`src/rtl/mmio_test_pkg.sv`:
```
// Shared definitions for the MMIO simulation-control responder:
// register offsets, handshake FSM states and the watchdog kill code.
package mmio_test_pkg;

  localparam logic [4:0] OFF_TOHOST   = 5'h00;
  localparam logic [4:0] OFF_CYCLE_LO = 5'h04;
  localparam logic [4:0] OFF_CYCLE_HI = 5'h08;
  localparam logic [4:0] OFF_WDT_LOAD = 5'h0C;
  localparam logic [4:0] OFF_WDT_CTRL = 5'h10;
  localparam logic [4:0] OFF_SCRATCH  = 5'h14;

  typedef enum logic {S_IDLE, S_RESP} mmio_state_t;

  // Wide enough for any CPU_WIDTH in use; consumers slice the low bits.
  localparam logic [127:0] WDT_KILL_CODE = '1;

endpackage

```
`src/rtl/mmio_test_ctrl_if.sv`:
```
// CPU data-bus request/response channel between the CPU (master) and the
// simulation-control responder (slave).
interface mmio_test_ctrl_if #(
  parameter int CPU_WIDTH = 32
);

  logic                   req_valid;
  logic                   req_ready;
  logic                   req_we;
  logic [CPU_WIDTH-1:0]   req_addr;
  logic [CPU_WIDTH-1:0]   req_wdata;
  logic [CPU_WIDTH/8-1:0] req_be;
  logic                   rsp_valid;
  logic                   rsp_ready;
  logic [CPU_WIDTH-1:0]   rsp_rdata;
  logic                   rsp_err;

  modport master (
    output req_valid, req_we, req_addr, req_wdata, req_be, rsp_ready,
    input  req_ready, rsp_valid, rsp_rdata, rsp_err
  );

  modport slave (
    input  req_valid, req_we, req_addr, req_wdata, req_be, rsp_ready,
    output req_ready, rsp_valid, rsp_rdata, rsp_err
  );

endinterface

```
`src/rtl/mmio_wdt_counter.sv`:
```
// Firmware watchdog: reload value, enable bit and down-counter. Raises fire
// for the edge on which the count reaches (or already sits at) zero.
module mmio_wdt_counter
  import mmio_test_pkg::*;
#(
  parameter int          WIDTH       = 32,
  parameter int unsigned WDT_DEFAULT = 10000
) (
  input  logic             clk,
  input  logic             a_reset_n,
  input  logic             load_wr,
  input  logic [WIDTH-1:0] load_val,
  input  logic             ctrl_wr,
  input  logic             ctrl_en,
  input  logic             halt,
  output logic [WIDTH-1:0] wdt_load,
  output logic             wdt_en,
  output logic             fire
);

  logic [WIDTH-1:0] count;

  // A count of 1 expires on the decrement; a count of 0 (loaded while
  // enabled) expires on the very next edge. A reload feeds the dog instead.
  always_comb begin
    fire = wdt_en && !halt && !load_wr && (count <= WIDTH'(1));
  end

  always_ff @(posedge clk or negedge a_reset_n) begin
    if (!a_reset_n) begin
      wdt_load <= WIDTH'(WDT_DEFAULT);
      count    <= WIDTH'(WDT_DEFAULT);
      wdt_en   <= 1'b0;
    end else begin
      if (load_wr) begin
        wdt_load <= load_val;
        count    <= load_val;
      end else if (wdt_en && !halt && (count != '0)) begin
        count <= count - WIDTH'(1);
      end
      if (ctrl_wr) begin
        wdt_en <= ctrl_en;
      end
    end
  end

endmodule

```
`src/rtl/mmio_test_ctrl.sv`:
```
// Memory-mapped simulation-control responder: pass/fail mailbox, 64-bit
// cycle counter with coherent LO/HI reads, scratch register and watchdog.
module mmio_test_ctrl
  import mmio_test_pkg::*;
#(
  parameter int                   CPU_WIDTH   = 32,
  parameter logic [CPU_WIDTH-1:0] BASE_ADDR   = 32'hFFFF_0000,
  parameter int unsigned          WDT_DEFAULT = 10000
) (
  input  logic                 clk,
  input  logic                 a_reset_n,
  mmio_test_ctrl_if.slave      bus,
  output logic                 test_done,
  output logic                 test_pass,
  output logic [CPU_WIDTH-2:0] test_code,
  output logic                 wdt_expired
);

  mmio_state_t          state;
  logic [63:0]          cycle_cnt;
  logic [31:0]          cycle_hi_snap;
  logic [CPU_WIDTH-1:0] scratch;
  logic [CPU_WIDTH-1:0] wdt_load;
  logic [CPU_WIDTH-1:0] wr_merged;
  logic [CPU_WIDTH-1:0] rd_val;
  logic [4:0]           off;
  logic                 accept, rd_err, wr_ok;
  logic                 tohost_fire, load_wr, ctrl_wr, ctrl_en, scratch_wr, lo_rd;
  logic                 wdt_en, wdt_fire;

  function automatic logic [CPU_WIDTH-1:0] be_merge(
    input logic [CPU_WIDTH-1:0]   old_val,
    input logic [CPU_WIDTH-1:0]   new_val,
    input logic [CPU_WIDTH/8-1:0] be
  );
    logic [CPU_WIDTH-1:0] r;
    r = old_val;
    for (int unsigned i = 0; i < CPU_WIDTH/8; i++) begin
      if (be[i]) r[i*8 +: 8] = new_val[i*8 +: 8];
    end
    return r;
  endfunction

  always_comb begin
    accept = (state == S_IDLE) && bus.req_valid;
    off    = bus.req_addr[4:0];
    rd_val = '0;
    rd_err = 1'b0;
    case (off)
      OFF_TOHOST:   rd_val = '0;
      OFF_CYCLE_LO: rd_val = CPU_WIDTH'(cycle_cnt[31:0]);
      OFF_CYCLE_HI: rd_val = CPU_WIDTH'(cycle_hi_snap);
      OFF_WDT_LOAD: rd_val = wdt_load;
      OFF_WDT_CTRL: rd_val = CPU_WIDTH'(wdt_en);
      OFF_SCRATCH:  rd_val = scratch;
      default:      rd_err = 1'b1;
    endcase
    if ((bus.req_addr[1:0] != 2'b00) ||
        (bus.req_addr[CPU_WIDTH-1:5] != BASE_ADDR[CPU_WIDTH-1:5])) begin
      rd_err = 1'b1;
    end
    wr_ok       = accept && bus.req_we && !rd_err;
    tohost_fire = wr_ok && (off == OFF_TOHOST) && bus.req_be[0] && bus.req_wdata[0] && !test_done;
    load_wr     = wr_ok && (off == OFF_WDT_LOAD);
    ctrl_wr     = wr_ok && (off == OFF_WDT_CTRL);
    scratch_wr  = wr_ok && (off == OFF_SCRATCH);
    lo_rd       = accept && !bus.req_we && !rd_err && (off == OFF_CYCLE_LO);
    ctrl_en     = bus.req_be[0] ? bus.req_wdata[0] : wdt_en;
    wr_merged   = be_merge((off == OFF_WDT_LOAD) ? wdt_load : scratch, bus.req_wdata, bus.req_be);
  end

  mmio_wdt_counter #(
    .WIDTH       (CPU_WIDTH),
    .WDT_DEFAULT (WDT_DEFAULT)
  ) u_wdt (
    .clk       (clk),
    .a_reset_n (a_reset_n),
    .load_wr   (load_wr),
    .load_val  (wr_merged),
    .ctrl_wr   (ctrl_wr),
    .ctrl_en   (ctrl_en),
    .halt      (test_done),
    .wdt_load  (wdt_load),
    .wdt_en    (wdt_en),
    .fire      (wdt_fire)
  );

  always_ff @(posedge clk or negedge a_reset_n) begin
    if (!a_reset_n) begin
      state         <= S_IDLE;
      bus.req_ready <= 1'b1;
      bus.rsp_valid <= 1'b0;
      bus.rsp_rdata <= '0;
      bus.rsp_err   <= 1'b0;
    end else begin
      case (state)
        S_IDLE: begin
          if (accept) begin
            state         <= S_RESP;
            bus.req_ready <= 1'b0;
            bus.rsp_valid <= 1'b1;
            bus.rsp_err   <= rd_err;
            bus.rsp_rdata <= (bus.req_we || rd_err) ? '0 : rd_val;
          end
        end
        S_RESP: begin
          if (bus.rsp_ready) begin
            state         <= S_IDLE;
            bus.req_ready <= 1'b1;
            bus.rsp_valid <= 1'b0;
          end
        end
        default: state <= S_IDLE;
      endcase
    end
  end

  // TOHOST is checked before the watchdog so a same-edge pass/fail report
  // is never overwritten by a kill.
  always_ff @(posedge clk or negedge a_reset_n) begin
    if (!a_reset_n) begin
      cycle_cnt     <= '0;
      cycle_hi_snap <= '0;
      scratch       <= '0;
      test_done     <= 1'b0;
      test_pass     <= 1'b0;
      test_code     <= '0;
      wdt_expired   <= 1'b0;
    end else begin
      cycle_cnt <= cycle_cnt + 64'd1;
      if (lo_rd)      cycle_hi_snap <= cycle_cnt[63:32];
      if (scratch_wr) scratch       <= wr_merged;
      if (tohost_fire) begin
        test_done <= 1'b1;
        test_pass <= (bus.req_wdata[CPU_WIDTH-1:1] == '0);
        test_code <= bus.req_wdata[CPU_WIDTH-1:1];
      end else if (wdt_fire) begin
        test_done   <= 1'b1;
        test_pass   <= 1'b0;
        test_code   <= WDT_KILL_CODE[CPU_WIDTH-2:0];
        wdt_expired <= 1'b1;
      end
    end
  end

endmodule

```
`src/flat_wrapper.sv`:
```
// flat-port wrapper written by rule: the top's interface ports become plain ports
module mmio_test_ctrl_flat import mmio_test_pkg::*;
#(
  parameter int                   CPU_WIDTH   = 32,
  parameter logic [CPU_WIDTH-1:0] BASE_ADDR   = 32'hFFFF_0000,
  parameter int unsigned          WDT_DEFAULT = 10000
)
  (clk, a_reset_n, test_done, test_pass, test_code, wdt_expired, bus_req_valid, bus_req_we, bus_req_addr, bus_req_wdata, bus_req_be, bus_rsp_ready, bus_req_ready, bus_rsp_valid, bus_rsp_rdata, bus_rsp_err);
  mmio_test_ctrl_if #(.CPU_WIDTH(CPU_WIDTH)) bus_i ();
  input  logic clk;
  input  logic a_reset_n;
  output logic test_done;
  output logic test_pass;
  output logic [CPU_WIDTH-2:0] test_code;
  output logic wdt_expired;
  input wire logic [$bits(bus_i.req_valid)-1:0] bus_req_valid;
  input wire logic [$bits(bus_i.req_we)-1:0] bus_req_we;
  input wire logic [$bits(bus_i.req_addr)-1:0] bus_req_addr;
  input wire logic [$bits(bus_i.req_wdata)-1:0] bus_req_wdata;
  input wire logic [$bits(bus_i.req_be)-1:0] bus_req_be;
  input wire logic [$bits(bus_i.rsp_ready)-1:0] bus_rsp_ready;
  output wire logic [$bits(bus_i.req_ready)-1:0] bus_req_ready;
  output wire logic [$bits(bus_i.rsp_valid)-1:0] bus_rsp_valid;
  output wire logic [$bits(bus_i.rsp_rdata)-1:0] bus_rsp_rdata;
  output wire logic [$bits(bus_i.rsp_err)-1:0] bus_rsp_err;
  assign bus_i.req_valid = bus_req_valid;
  assign bus_i.req_we = bus_req_we;
  assign bus_i.req_addr = bus_req_addr;
  assign bus_i.req_wdata = bus_req_wdata;
  assign bus_i.req_be = bus_req_be;
  assign bus_i.rsp_ready = bus_rsp_ready;
  assign bus_req_ready = bus_i.req_ready;
  assign bus_rsp_valid = bus_i.rsp_valid;
  assign bus_rsp_rdata = bus_i.rsp_rdata;
  assign bus_rsp_err = bus_i.rsp_err;
  mmio_test_ctrl #(.CPU_WIDTH(CPU_WIDTH), .BASE_ADDR(BASE_ADDR), .WDT_DEFAULT(WDT_DEFAULT)) u_core (.clk(clk), .a_reset_n(a_reset_n), .bus(bus_i), .test_done(test_done), .test_pass(test_pass), .test_code(test_code), .wdt_expired(wdt_expired));
endmodule
```
`config.mk`:
```
export PLATFORM = sky130hd
export DESIGN_NAME = mmio_test_ctrl_flat
export DESIGN_NICKNAME = d
export VERILOG_FILES = /design/src/rtl/mmio_test_pkg.sv /design/src/rtl/mmio_test_ctrl_if.sv /design/src/rtl/mmio_wdt_counter.sv /design/src/rtl/mmio_test_ctrl.sv /design/src/flat_wrapper.sv
export SDC_FILE = /design/constraint.sdc
export NUM_CORES = 1
export LEC_CHECK = 0
export CAP_MARGIN = 40
export CORE_MARGIN = 1.5
export CORE_UTILIZATION = 35
export CTS_CLUSTER_DIAMETER = 80
export DETAILED_ROUTE_END_ITERATION = 16
export HOLD_SLACK_MARGIN = 0.15
export PLACE_DENSITY = 0.63
export SLEW_MARGIN = 10
export SYNTH_ARGS = -nofsm -noshare
export SYNTH_HDL_FRONTEND = slang
export SYNTH_HIERARCHICAL = 1
export SYNTH_SLANG_ARGS = --single-unit
```
`constraint.sdc`:
```
create_clock -name clk -period 4.3 [get_ports clk]
set_input_delay 1.29 -clock clk [delete_from_list [all_inputs] [get_ports clk]]
set_output_delay 1.29 -clock clk [all_outputs]
set_load 0.03 [all_outputs]
```
==> metrics.csv, run 1 <==
stage;metric;value;unit
status;status;complete, no violations;
finish;area taken by flip-flops and latches;6600;um^2
worst_setup_path;Startpoint Class;input pin;
yosys;ys flop type;dfrtp_1;
grt;met2 usage;29.8;%
detailed_routing;drt via density;5.45;
timing;Setup Viol. Count Final;0;
worst_setup_path;kind of critical path;in -> reg;
worst_setup_path;slowest CP cell;or4b_4;
placement;GP Congestion;0.914;
worst_setup_path;Critical R2R Launch;u_core/state;
finish;Area Overhead vs Synth;23.1;%
worst_setup_path;reg2reg setup slack;1.57;ns
run;max-cap violation count;0;
floorplan;Site Rows;70;
worst_setup_path;r2r endpoint;u_core/test_code[20];
yosys;synth warn;6;
floorplan;number of top-level pins;142;
detailed_routing;Post-DRT Antenna Nets;0;
grt;first-pass GRT wire length;57100;um
worst_setup_path;WP buf/inv;2;
detailed_routing;DRC;0;
cts;H-tree levels;1;
detailed_routing;total number of vias;10204;
cts;Root Driver;clkbuf_16;
cts;CTS buffer count;29;
placement;hpwl dp;26800;um
grt;vias in the first global route;9794;
worst_setup_path;crit path DAT;4.07;ns
finish;layout cells sized above 1;15.9;%
power;Overall Power;5.32;mW
finish;# nets final;1458;
floorplan;Die Wd;195;um
detailed_routing;DR pass1 iterations;5;
worst_setup_path;CP required;4.76;ns
worst_setup_path;slowest stage delay, CP;0.72;ns
timing;Slew Viols, Final;0;
grt;Congestion Overflow GR;0;
timing;Fmax achieved;276;MHz
detailed_routing;drt initial violations;641;
finish;Multi-input gate area;5920;um^2
floorplan;Initial Util;35.4;%
finish;commonest non-fill, non-tap cell in the layout;dfrtp_1;
cts;clock latency on the worst-skew pair;0.55;ns
yosys;Async SR Flop Fraction;100;%
power;PwrDens;334;nW/um^2
power;peak supply drop;0.000277;V
worst_hold_path;Worst Hold Path EP;u_core/wdt_expired;
worst_setup_path;crit path max fanout;32;
grt;GR Util met1;27.1;%
placement;PortBufs;141;
floorplan;Die Y;195;um
cts;Longest Clk Path Bufs;3;
worst_hold_path;Hold Path Origin;u_core/wdt_expired;
grt;busiest grt layer;met2;
detailed_routing;DR WL/cell;19.7;um
yosys;synthesis-stage register bit count;263;
floorplan;Std-Cell Core Area;36500;um^2
timing;fin crit share;84.1;%
cts;clock sinks;263;
yosys;Post-Syn Nets;1321;
worst_setup_path;delay-heaviest family, CP;simple AND/OR/NAND/NOR gates;
timing;clock skew;0.0107;ns
yosys;sequential fraction of the synthesis area;51.0;%
yosys;EDFF count, synth;0;
yosys;Synth Cell Area;12900;um^2
detailed_routing;final WL;36900;um
cts;Hold-fix buffers, CTS;0;
yosys;Cell variety after synth;67;
power;Static Leak;6.96;nW
grt;largest net degree at the start of global routing;86;
cts;Setup Fix Bufs, Post-CTS;0;
cts;CTS tree;yes;
timing;Worst-Margin Slew;0.849;ns
cts;Reg clk slew, reported paths;0.06;ns
timing;clock period minus final worst setup slack;3.62;ns
timing;slew margin rel.;42.6;%
floorplan;Die ar.;38100;um^2
grt;Total GRT Usage;19.1;%
timing;RSZ-0062 raised after global routing;no;
yosys;Mean Syn Cell Area;10.4;um^2
grt;initial antenna violation count;1;
yosys;Synth Instances;1245;
timing;Final Hold Viols;0;
worst_hold_path;Worst Hold Depth;1;
finish;Layout fillers;3419;
finish;most frequent cells in the layout;dfrtp_1 (252), clkdlybuf4s50_1 (139), nor2_1 (137);
grt;met3 Use GR;2.90;%
worst_setup_path;critical path cell sequence;clkdlybuf4s50_1, or4_1, nor4_2, and3_1, buf_4, or4b_4, o21ai_0;
cts;cts repair resizes;0;
worst_setup_path;reg2reg path depth;9;
worst_hold_path;Hold Path Class;reg -> reg;
worst_setup_path;crit path capture type;flop;
timing;Fin Setup TNS;0;ns
-- worst max-delay path by stage --
stage | start | to | slack [ns] | cells past startpoint
2_1_floorplan | bus_req_addr[4] | u_core/test_pass | 0.34 | 13
3_3_place_gp | bus_req_addr[10] | u_core/bus.rsp_rdata[0] | 0.17 | 7
3_5_place_dp | bus_req_addr[10] | u_core/bus.rsp_rdata[31] | 0.13 | 7
4_1_cts | bus_req_addr[10] | u_core/bus.rsp_rdata[0] | 0.71 | 7
5_1_grt | bus_req_addr[10] | u_core/bus.rsp_rdata[0] | 0.55 | 7
6_report | bus_req_addr[10] | u_core/bus.rsp_rdata[0] | 0.68 | 7
-- layer usage --
metal | routed length (um) | part of all wire [%] | vias up
met4 | 1140 | 3.1 | 0
met1 | 17000 | 46 | 5079
li1 | - | - | 4755
met2 | 16600 | 45 | 305
met5 | 0 | 0 | -
met3 | 2130 | 5.8 | 65
-- final cells by class --
class / count / share of cell area [%]
timing repair buffer: 174 / 10.6
inverter: 34 / 0.802
clock buffer: 42 / 5.37
multi-input combinational: 880 / 37.2
clock inverter: 12 / 0.904
antenna: 1 / 0.0157
sequential: 263 / 41.4
tap: 468 / 3.68
-- registers in the layout, indices dropped and copies added, names as in the netlist, 31 cells and up --
register	cells
u_core/cycle_cnt	64
u_core/bus.rsp_rdata	32
u_core/cycle_hi_snap	32
u_core/scratch	32
u_core/u_wdt/count	32
u_core/u_wdt/wdt_load	32
u_core/test_code	31
-- stage by stage --
stage          std cells  hold WS (ns)  cell area [um^2]  utilization, %  setup WS [ns]
3_5_place_dp        1819         0.444             14900            40.8          0.127
5_1_grt             1874         0.498             15900            43.6          0.553
2_1_floorplan       1245         0.438             12900               -          0.343
6_report            1874         0.452             15900            43.6          0.682
3_3_place_gp        1818         0.438             14900            40.8          0.168
4_1_cts             1873         0.457             15900            43.6          0.708
-- Yosys cell counts, types with 28 or more instances --
cell      count  area (um^2)
dfrtp_1     252         6310
nor2_1      138          518
nand2_1     109          409
mux2_2       85          957
mux2i_1      63          631
o21ai_0      60          300
clkbuf_1     57          214
xnor2_1      38          333
xor2_1       37          324
a21oi_1      35          175
inv_1        33          124
nand3_1      33          165
a221oi_1     31          272
nand4_1      28          175
-- worst reg2reg max path: cells and delay by family, from the launching register on --
family,cells,cell delay (ns)
AND/OR/NAND/NOR,7,1.81
flip-flops,1,0.37
buffers and inverters,1,0.30
AO/OA/AOI/OAI,1,0.16
-- kinds of logic after synthesis --
group	after synthesis	share of synthesized area (%)
xor+xnor	75	5.08
flops	263	51.0
mux	148	12.3
simple gates	440	17.3
compound gates	214	10.8
fa+ha+maj	3	0.290
buf+inv	102	3.24
-- where the power goes --
part | leakage (nW) | internal (mW) | total (mW) | switching, mW
Combinational | 3.21 | 0.101 | 0.265 | 0.164
Sequential | 3.26 | 2.48 | 2.49 | 0.00436
Clock | 0.491 | 1.55 | 2.57 | 1.01
Total | 6.96 | 4.14 | 5.32 | 1.18
Power figures use the tool's default switching activity.
==> run 2, diff against run 1 <==
==> constraint.sdc (replaced) <==
create_clock -name clk -period 3.5 [get_ports clk]
set_input_delay 1.05 -clock clk [delete_from_list [all_inputs] [get_ports clk]]
set_output_delay 1.05 -clock clk [all_outputs]
set_load 0.03 [all_outputs]
==> metrics.csv, run 2 (same netlist as run 1, synthesis figures left out) <==
stage;metric;value;unit
power;Static Leak;7.10;nW
placement;PortBufs;141;
finish;cell area after layout;16200;um^2
placement;GP Congestion;0.867;
cts;Longest Clk Path Bufs;3;
detailed_routing;total number of vias;10399;
worst_setup_path;kind of critical path;in -> reg;
worst_setup_path;crit path DAT;3.67;ns
cts;clock sinks;263;
cts;CTS buffer count;28;
cts;Root Driver;clkbuf_16;
finish;layout cells sized above 1;17.3;%
power;peak supply drop;0.000330;V
cts;clock latency on the worst-skew pair;0.56;ns
finish;Largest Register;u_core/cycle_cnt;
worst_setup_path;reg2reg path depth;7;
detailed_routing;final WL;37600;um
timing;slew margin rel.;47.7;%
floorplan;Die ar.;38100;um^2
grt;Total GRT Usage;19.5;%
floorplan;Std-Cell Core Area;36500;um^2
timing;Worst-Margin Slew;0.782;ns
power;Overall Power;6.40;mW
finish;Layout fillers;3370;
cts;H-tree levels;1;
grt;initial antenna violation count;0;
worst_setup_path;CP required;3.95;ns
finish;commonest non-fill, non-tap cell in the layout;dfrtp_1;
floorplan;Initial Util;35.4;%
placement;Setup WS pre-CTS;-0.318;ns
detailed_routing;Post-DRT Antenna Nets;0;
worst_hold_path;Hold Path Class;reg -> reg;
timing;clock period minus final worst setup slack;3.22;ns
cts;cts repair resizes;0;
placement;placed inst area;15200;um^2
detailed_routing;drt via density;5.48;
timing;Final Hold Viols;0;
finish;Area Overhead vs Synth;24.9;%
timing;Setup Viol. Count Final;0;
detailed_routing;DR WL/cell;19.8;um
floorplan;Die Y;195;um
timing;final setup margin;0.276;ns
timing;Fmax achieved;310;MHz
grt;Congestion Overflow GR;0;
finish;max reg flops;64;
timing;Fin Setup TNS;0;ns
timing;hold_ws;0.456;ns
finish;Final Non-Filler Cells;1899;
grt;first-pass GRT wire length;58300;um
cts;Hold-fix buffers, CTS;0;
worst_hold_path;Worst Hold Depth;1;
worst_setup_path;crit path capture type;flop;
placement;hpwl dp;27500;um
grt;largest net degree at the start of global routing;79;
floorplan;Site Rows;70;
cts;Setup Fix Bufs, Post-CTS;0;
floorplan;number of top-level pins;142;
power;PwrDens;396;nW/um^2
timing;fin crit share;92.1;%
floorplan;Die Wd;195;um
detailed_routing;drt initial violations;704;
timing;RSZ-0062 raised after global routing;no;
cts;Reg clk slew, reported paths;0.06;ns
finish;Util after Layout;44.2;%
finish;most frequent cells in the layout;dfrtp_1 (252), clkdlybuf4s50_1 (139), nor2_1 (137);
placement;dpl cells;1847;
worst_setup_path;crit path max fanout;21;
cts;CTS tree;yes;
detailed_routing;DRC;0;
finish;ANT cells;0;
worst_setup_path;reg2reg setup slack;0.77;ns
grt;vias in the first global route;9898;
finish;# nets final;1485;
detailed_routing;DR pass1 iterations;8;
timing;Slew Viols, Final;0;
run;max-cap violation count;0;
timing;clock skew;0.0117;ns
worst_setup_path;Startpoint Class;input pin;
status;status;complete, no violations;
==> run 2: routing by layer <==
metal,track usage (%),share of wire [%],routed length [um],vias up
met5,0,0,0,-
met4,5.83,2.6,976,0
met3,3.47,6.2,2350,64
met2,30.8,46,17200,335
met1,27.5,45,17100,5180
li1,-,-,-,4820
==> run 2: final timing paths <==
path | from | to
min in group asynchronous | a_reset_n | u_core/u_wdt/count[28]
max in group asynchronous | a_reset_n | u_core/u_wdt/wdt_load[8]
worst min register to register | u_core/wdt_expired | u_core/wdt_expired
worst max register to register | u_core/u_wdt/count[0] | u_core/u_wdt/count[20]
worst max-delay path | bus_req_addr[12] | u_core/test_pass
worst min-delay path | u_core/wdt_expired | u_core/wdt_expired
==> run 2: cell type report <==
type | count | area [um^2] | area share, %
clock inverters | 11 | 101 | 0.627
well taps | 468 | 586 | 3.63
inverters | 34 | 128 | 0.790
clock buffers | 41 | 830 | 5.14
repair buffers | 202 | 1990 | 12.3
flip-flops and latches | 263 | 6600 | 40.8
multi-input cells | 880 | 5920 | 36.7
==> run 2: critical path: stages <==
cell             delay [ns]
clkdlybuf4s50_1        0.48
or4_1                  0.13
nor4_2                 0.05
buf_4                  0.13
and3_1                 0.20
and3_2                 0.28
or4_2                  0.68
nor3_2                 0.17
buf_4                  0.29
nand3b_1               0.15
nand2_1                0.05
==> run 2: report_power, final <==
part / switching, mW / internal [mW]
combinational: 0.205 / 0.140
sequential: 0.00566 / 3.05
clock: 1.28 / 1.72
